### config.mk
export PLATFORM = sky130hd
export DESIGN_NAME = game_round_ctrl
export DESIGN_NICKNAME = d
export VERILOG_FILES = /design/src/rtl/game_round_ctrl.sv
export SDC_FILE = /design/constraint.sdc
export NUM_CORES = 1
export LEC_CHECK = 0
export CAP_MARGIN = 20
export CELL_PAD_IN_SITES_DETAIL_PLACEMENT = 0
export CELL_PAD_IN_SITES_GLOBAL_PLACEMENT = 1
export CORE_AREA = 2 2 106 108
export CTS_CLUSTER_DIAMETER = 60
export DETAILED_ROUTE_END_ITERATION = 8
export DIE_AREA = 0 0 108 110
export GPL_TIMING_DRIVEN = 0
export PLACE_DENSITY = 0.6
export SYNTH_ARGS = -nofsm -noshare
export SYNTH_HDL_FRONTEND = slang
export SYNTH_SLANG_ARGS = --single-unit
### constraint.sdc
create_clock -name clk -period 2.8 [get_ports clk]
set_input_delay 0.56 -clock clk [delete_from_list [all_inputs] [get_ports clk]]
set_output_delay 0.56 -clock clk [all_outputs]
set_load 0.05 [all_outputs]
### src/rtl/game_round_ctrl.sv
// Round sequencer for the word-decode game: level pick, timed countdown, scoring and the
// frozen score display, feeding the VGA text renderer.
module game_round_ctrl #(
   parameter int unsigned TICK_CYCLES = 25_000_000,
   parameter int unsigned T_LVL1      = 60,
   parameter int unsigned T_LVL2      = 40,
   parameter int unsigned T_LVL3      = 20,
   parameter int unsigned NUM_WORDS   = 10,
   parameter int unsigned MAX_POINTS  = 9
) (
   input  logic       clk,
   input  logic       rst,
   input  logic       LoggedIn,
   input  logic       level_valid,
   input  logic [1:0] level_sel,
   input  logic       word_ok,
   input  logic       word_bad,
   input  logic       restart,
   output logic       enable,
   output logic [4:0] rand_idx,   // word index; "rand" is a reserved word
   output logic       GameTimeout,
   output logic [3:0] Points,
   output logic [6:0] secs_left
);

   localparam int unsigned PW = (TICK_CYCLES > 1) ? $clog2(TICK_CYCLES) : 1;

   typedef enum logic [1:0] {StIdle, StPlay, StOver} state_e;

   state_e        state_q, state_d;
   logic [1:0]    lvl_q, lvl_d;
   logic [6:0]    secs_q, secs_d;
   logic [3:0]    points_q, points_d;
   logic [4:0]    rand_q, rand_d;
   logic [4:0]    wcnt_q, wcnt_d;
   logic [PW-1:0] presc_q, presc_d;
   logic          enable_q, enable_d;
   logic          timeout_q, timeout_d;
   logic          tick;
   logic [4:0]    pick;

   function automatic logic [4:0] wrap_inc(input logic [4:0] v);
      return (v == 5'(NUM_WORDS - 1)) ? 5'd0 : v + 5'd1;
   endfunction

   function automatic logic [6:0] lvl_time(input logic [1:0] l);
      case (l)
         2'd2:    return 7'(T_LVL2);
         2'd3:    return 7'(T_LVL3);
         default: return 7'(T_LVL1);
      endcase
   endfunction

   assign tick = (presc_q == PW'(TICK_CYCLES - 1));
   // Never repeat the word currently on screen.
   assign pick = (wcnt_q == rand_q) ? wrap_inc(wcnt_q) : wcnt_q;

   always_comb begin
      state_d  = state_q;
      lvl_d    = lvl_q;
      secs_d   = secs_q;
      points_d = points_q;
      rand_d   = rand_q;
      presc_d  = presc_q;
      wcnt_d   = wrap_inc(wcnt_q);
      if (!LoggedIn) begin
         state_d  = StIdle;
         points_d = 4'd0;
         secs_d   = 7'd0;
         presc_d  = '0;
      end else begin
         unique case (state_q)
            StIdle: begin
               if (level_valid && (level_sel != 2'd0)) begin
                  state_d  = StPlay;
                  lvl_d    = level_sel;
                  secs_d   = lvl_time(level_sel);
                  points_d = 4'd0;
                  presc_d  = '0;
                  rand_d   = pick;
               end
            end
            StPlay: begin
               presc_d = tick ? '0 : presc_q + 1'b1;
               if (tick) begin
                  if (secs_q <= 7'd1) begin
                     secs_d  = 7'd0;
                     state_d = StOver;
                  end else begin
                     secs_d = secs_q - 7'd1;
                  end
               end
               // A simultaneous ok/bad pair counts as a miss.
               if (word_bad) begin
                  rand_d = pick;
               end else if (word_ok) begin
                  if (points_q < 4'(MAX_POINTS)) points_d = points_q + 4'd1;
                  rand_d = pick;
               end
            end
            StOver: begin
               if (restart) begin
                  state_d  = StPlay;
                  secs_d   = lvl_time(lvl_q);
                  points_d = 4'd0;
                  presc_d  = '0;
                  rand_d   = pick;
               end
            end
            default: state_d = StIdle;
         endcase
      end
      enable_d  = (state_d == StPlay);
      timeout_d = (state_d == StOver);
   end

   always_ff @(posedge clk or negedge rst) begin
      if (!rst) begin
         state_q   <= StIdle;
         lvl_q     <= 2'd1;
         secs_q    <= 7'd0;
         points_q  <= 4'd0;
         rand_q    <= 5'd0;
         wcnt_q    <= 5'd0;
         presc_q   <= '0;
         enable_q  <= 1'b0;
         timeout_q <= 1'b0;
      end else begin
         state_q   <= state_d;
         lvl_q     <= lvl_d;
         secs_q    <= secs_d;
         points_q  <= points_d;
         rand_q    <= rand_d;
         wcnt_q    <= wcnt_d;
         presc_q   <= presc_d;
         enable_q  <= enable_d;
         timeout_q <= timeout_d;
      end
   end

   assign enable      = enable_q;
   assign GameTimeout = timeout_q;
   assign Points      = points_q;
   assign rand_idx    = rand_q;
   assign secs_left   = secs_q;

endmodule

=== Word-level counts from Yosys, hierarchy flattened ===
Cells that the tools add are included.

* Add/sub/neg operators: 4
* $lt $le $gt $ge: 2
* Equal/unequal tests: 21
* Muxes and demuxes: 33
* Reduce and logical (&&, ||, !) cells: 9

{| class="wikitable"
|+ Operator list
! cell !! number
|-
| $mux 25 || 4
|-
| $pmux 25 s3 || 1
|-
| $mux 7 || 5
|-
| $mux 5 || 6
|-
| $add 25x1->25 const B || 1
|-
| $eq 25x25->1 const B || 1
|-
| $mux 4 || 6
|-
| $pmux 6 s2 || 2
|-
| $ne 3x3->1 const B || 7
|-
| $pmux 7 s3 || 1
|-
| $pmux 5 s3 || 1
|-
| $eq 2x2->1 const B || 6
|-
| $pmux 4 s3 || 1
|-
| $mux 2 || 5
|-
| $le 7x1->1 const B || 1
|-
| $sub 7x1->7 const B || 1
|-
| $pmux 2 s3 || 1
|-
| $reduce_and 3->1 || 2
|-
| $reduce_and 6->1 || 1
|-
| $add 5x1->5 const B || 1
|-
| $eq 5x4->1 const B || 1
|-
| $eq 5x5->1 || 1
|-
| $reduce_and 5->1 || 1
|-
| $add 4x1->4 const B || 1
|-
| other kinds (9) || 11
|}

* Register bits: 52
* Output and inout port bits: 18

=== Logic depth before layout (Yosys ltp) ===
* Word-level depth: 6
* Mapped depth: 9
* Gate-level depth less buffers: 7

=== Least setup slack after synthesis ===
OpenSTA, ideal clock, no wires.

* Path type: flip-flop to flip-flop
* Start: register secs_q[0] (netlist: secs_left[0])
* End: register enable_q (netlist: enable)
* Library setup time: 0.121 ns
* Data arrival time: 1.971 ns
* Data required time: 2.679 ns
* Path slack: 0.708 ns
* Stages on the path, launching flop included: 7
* Path buffers: 0
* Period minus slack after synthesis: 2.092 ns
* Cell sequence: dfrtp_1 ha_1 o21ba_2 or3_4 nor3_2 o21ai_1 and4b_1

* Word-level cells in the longest chain between the ends: 6

{| class="wikitable"
|+ RTL lines
! what !! line !! text
|-
| from (decl) || 32 || <nowiki>logic [6:0] secs_q, secs_d;</nowiki>
|-
| from (signal assigned) || 131 || <nowiki>secs_q <= secs_d;</nowiki>
|-
| $le 7x1->1 || 86 || <nowiki>if (secs_q <= 7'd1) begin</nowiki>
|-
| $mux 2 || 86 ||
|-
| $mux 2 || 85 || <nowiki>if (tick) begin</nowiki>
|-
| $pmux 2 s3 || 72 || <nowiki>unique case (state_q)</nowiki>
|-
| $mux 2 || 66 || <nowiki>if (!LoggedIn) begin</nowiki>
|-
| $eq 2x1->1 || 113 || <nowiki>enable_d = (state_d == StPlay);</nowiki>
|-
| named net enable_d || 37 || <nowiki>logic enable_q, enable_d;</nowiki>
|-
| to (signal assigned) || 136 || <nowiki>enable_q <= enable_d;</nowiki>
|-
| to (decl) || 37 ||
|}

The timed path passes the listed nets, and every way through them passes these cells.
A chain may end at the register's enable or synchronous reset.

=== Worst setup path in the final report ===
* Start: register state_q[1]
* End: register presc_q[22]

* Word-level cells in the longest chain between the ends: 3

{| class="wikitable"
|+ RTL lines
! what !! line !! text
|-
| from (decl) || 30 || <nowiki>state_e state_q, state_d;</nowiki>
|-
| from (signal assigned) || 119 || <nowiki>state_q <= StIdle;</nowiki>
|-
| from (signal assigned) || 129 || <nowiki>state_q <= state_d;</nowiki>
|-
| $eq 2x2->1, or another cell as far along || 72 ||
|-
| $ne 4x1->1 (no line), or another cell as far along || -- ||
|-
| $reduce_and 3->1 (no line) / $mux 25 (equally long branches) || -- ||
|-
| to (signal assigned) || 135 || <nowiki>presc_q <= presc_d;</nowiki>
|-
| to (decl) || 36 || <nowiki>logic [PW-1:0] presc_q, presc_d;</nowiki>
|}

Several ways; a longest one is shown, not always the timed one.

==> flow_summary_export.csv <==
group,metric,value,unit
cts,clkLatencyLatePin,0.33,ns
die,start_util,29.54,%
setup_path,critPathRequiredTime,3.05,ns
cts,h-tree-depth,2,
synth,netlist-cell-type-count,62,
synth,synthArstFlopShare,100.0,%
global_routing,grt_max_degree,31,
finish,fill_cells,1134,
synth,synth_area_per_cell,9.214,sq um
synth,synth_edf_count,0,
setup_path,rrSetupSlack,0.21,ns
finish,final_cell_mix,"51 x dfrtp_1, 31 x nor2_1, 25 x nand2_1, 24 x clkdlybuf4s50_1, 21 x o21ai_0",
power,power_leakage,0.001495,uW
global_routing,antenna_found_initial,0,
setup_path,r2r_cells,8,
die,core,10700,sq um
timing,final-max-slew-violation-count,0,
synth,ys_ff_latch,52,
global_routing,grt_pass1_wl,14.36,mm
cts,clock-sinks,52,
setup_path,critPathMaxFanout,10,
routing,via_per_inst,5.186,
cts,clockBufferDepth,2,
flow_run,cap_violations,0,
die,ios,27,
synth,yosysSeqAreaShare,41.21,%
finish,multiInputGateArea,1749,sq um
cts,hold_buffers,0,
setup_path,reg2reg_from,"state_q[1]",
routing,drt_pass1_iterations,4,
synth,yosysWarnings,0,
timing,whs,0.2348,ns
power,vdd_drop_max,0.0001853,V
synth,synthesis.area,3161,sq um
routing,drt_iter0_drc,90,
synth,ys.flop_type,"dfrtp_1",
finish,final_nets,396,
place,place_congestion,0.7389,
timing,clock.fmax,386.8,MHz
run_status,status,"finished clean",
power,power.density,503.5,nW/um^2
routing,wl_per_cell,16.69,um
timing,setup_viol,0,
finish,layout_commonest_cell,"dfrtp_1",
setup_path,crit_path_start_kind,"flip-flop",
timing,relSlewSlack,56.09,%
synth,syn_inst,343,
timing,period_share,92.34,%
die,die_area,11880,sq um
routing,wirelength,8.630,mm
place,io_buffers,25,
setup_path,end_kind,"flip-flop",
setup_path,r2r_end,"presc_q[22]",
die,die_w,108,um
finish,diodes,0,
global_routing,grt_overflow,0,
cts,path_clk_slew,0.11,ns
cts,cts_buffers,5,
finish,syn2layout_area_growth,17.85,%
synth,syn_nets,363,
timing,worst_pin_slew,0.6498,ns
routing,drc,0,
finish,regArea,1303,sq um
cts,cts_tree,"built",
timing,rsz0062_at_grt,"false",
finish,drive_gt1_share,10.34,%
place,hpwl,6.078,mm
routing,vias,2681,
timing,finalSetupTns,0,ns
min_path,hp-class,"primary input to async pin",
global_routing,grt_pass1_vias,2738,
setup_path,arrival,2.83,ns
routing,ant_nets,0,
timing,period_needed,2.585,ns
cts,cts_root_buf,"clkbuf_8",
global_routing,gr-usage-all-layers,15.45,%
die,rows,38,
setup_path,path_class,"flip-flop to flip-flop",
timing,hold_viol,0,
die,die_h,110,um
timing,skew,0.01035,ns
## power by group
group / internal [uW] / switching, uW
logic: 166 / 312
clock network: 266 / 295
registers: 793 / 44.9
total: 1220 / 651
## flip-flops by register name, indices dropped and copies added, names as in the netlist, 2 cells and up
name       flops
Points         4
lvl_q          2
presc_q       25
rand_idx       5
secs_left      7
state_q        2
wcnt_q         5
## routing by layer
layer  routed length, um  part of all wire [%]  vias up  global-route usage (%)
met1                4255                    49     1319                   20.82
met4                  86                   1.0        0                   3.571
met5                   0                     0        -                       0
met3                 210                   2.4        7                   2.704
met2                4077                    47       27                   25.97
li1                    -                     -     1328                       -
## per-stage QoR
stage	worst slack [ns]	area, sq um	total power, uW	util, %	instances
2_1_floorplan	0.7077	3161	1157	-	343
3_3_place_gp	-0.6442	3586	1324	33.52	508
3_5_place_dp	-0.1788	3601	1329	33.66	509
4_1_cts	0.08689	3712	1900	34.70	517
5_1_grt	0.01559	3725	1975	34.82	517
6_report	0.2145	3725	1876	34.82	517
## synthesized netlist by cell type (6+ instances only)
cell type / n / area share, %
dfrtp_1: 51 / 40
nor2_1: 31 / 3.7
nand2_1: 25 / 3.0
o21ai_0: 21 / 3.3
nand3_1: 19 / 3.0
a21oi_1: 17 / 2.7
inv_1: 17 / 2.0
nand4_1: 13 / 2.6
ha_1: 11 / 4.4
xor2_1: 11 / 3.0
o21ai_1: 9 / 1.4
nor2b_1: 8 / 1.6
mux2i_1: 7 / 2.2
buf_2: 6 / 0.95
## cell families after synthesis
kind of cell | count (synthesis) | synth area share (%)
AOI/OAI and AO/OA | 82 | 16.86
and+or+nand+nor | 143 | 26.05
xor gates and xnor gates | 16 | 4.434
buffers and inverters | 29 | 3.800
DFF | 52 | 41.21
muxes | 10 | 3.286
adders and majority gates | 11 | 4.355
## cell type report
class,instances,share of cell area (%)
sequential,52,34.97
tap,140,4.703
multi-input combinational,262,46.96
buffer,12,1.545
inverter,17,1.713
timing repair buffer,26,7.121
clock inverter,3,1.142
clock buffer,5,1.847
## worst max-delay path: stages (launching register included)
cell and delay (ns):
dfrtp_1 0.44, inv_1 0.09, ha_1 0.16, clkbuf_1 0.40, nand2_1 0.30, a21oi_2 0.45
buf_2 0.33, nand2_1 0.13, o21ai_0 0.21
## how the worst max path moves through the flow
stage | startpoint | end | slack, ns | depth (start not counted)
floorplan | secs_left[0] | enable | 0.71 | 6
global placement | rst | presc_q[2] | -0.64 | 1
detailed placement | level_sel[0] | presc_q[22] | -0.18 | 6
CTS | state_q[0] | secs_left[5] | 0.09 | 9
global route | state_q[0] | secs_left[5] | 0.02 | 9
finish | state_q[1] | presc_q[22] | 0.21 | 8
## repair_timing
| item | CTS | global route |
|---|---|---|
| buffers inserted | 0 | 0 |
| setup endpoints to repair | 0 | 13 |
| hold endpoints to repair | 0 | 0 |
| resized for setup | 0 | 3 |
Note: power is estimated with default switching activity, not from simulation.
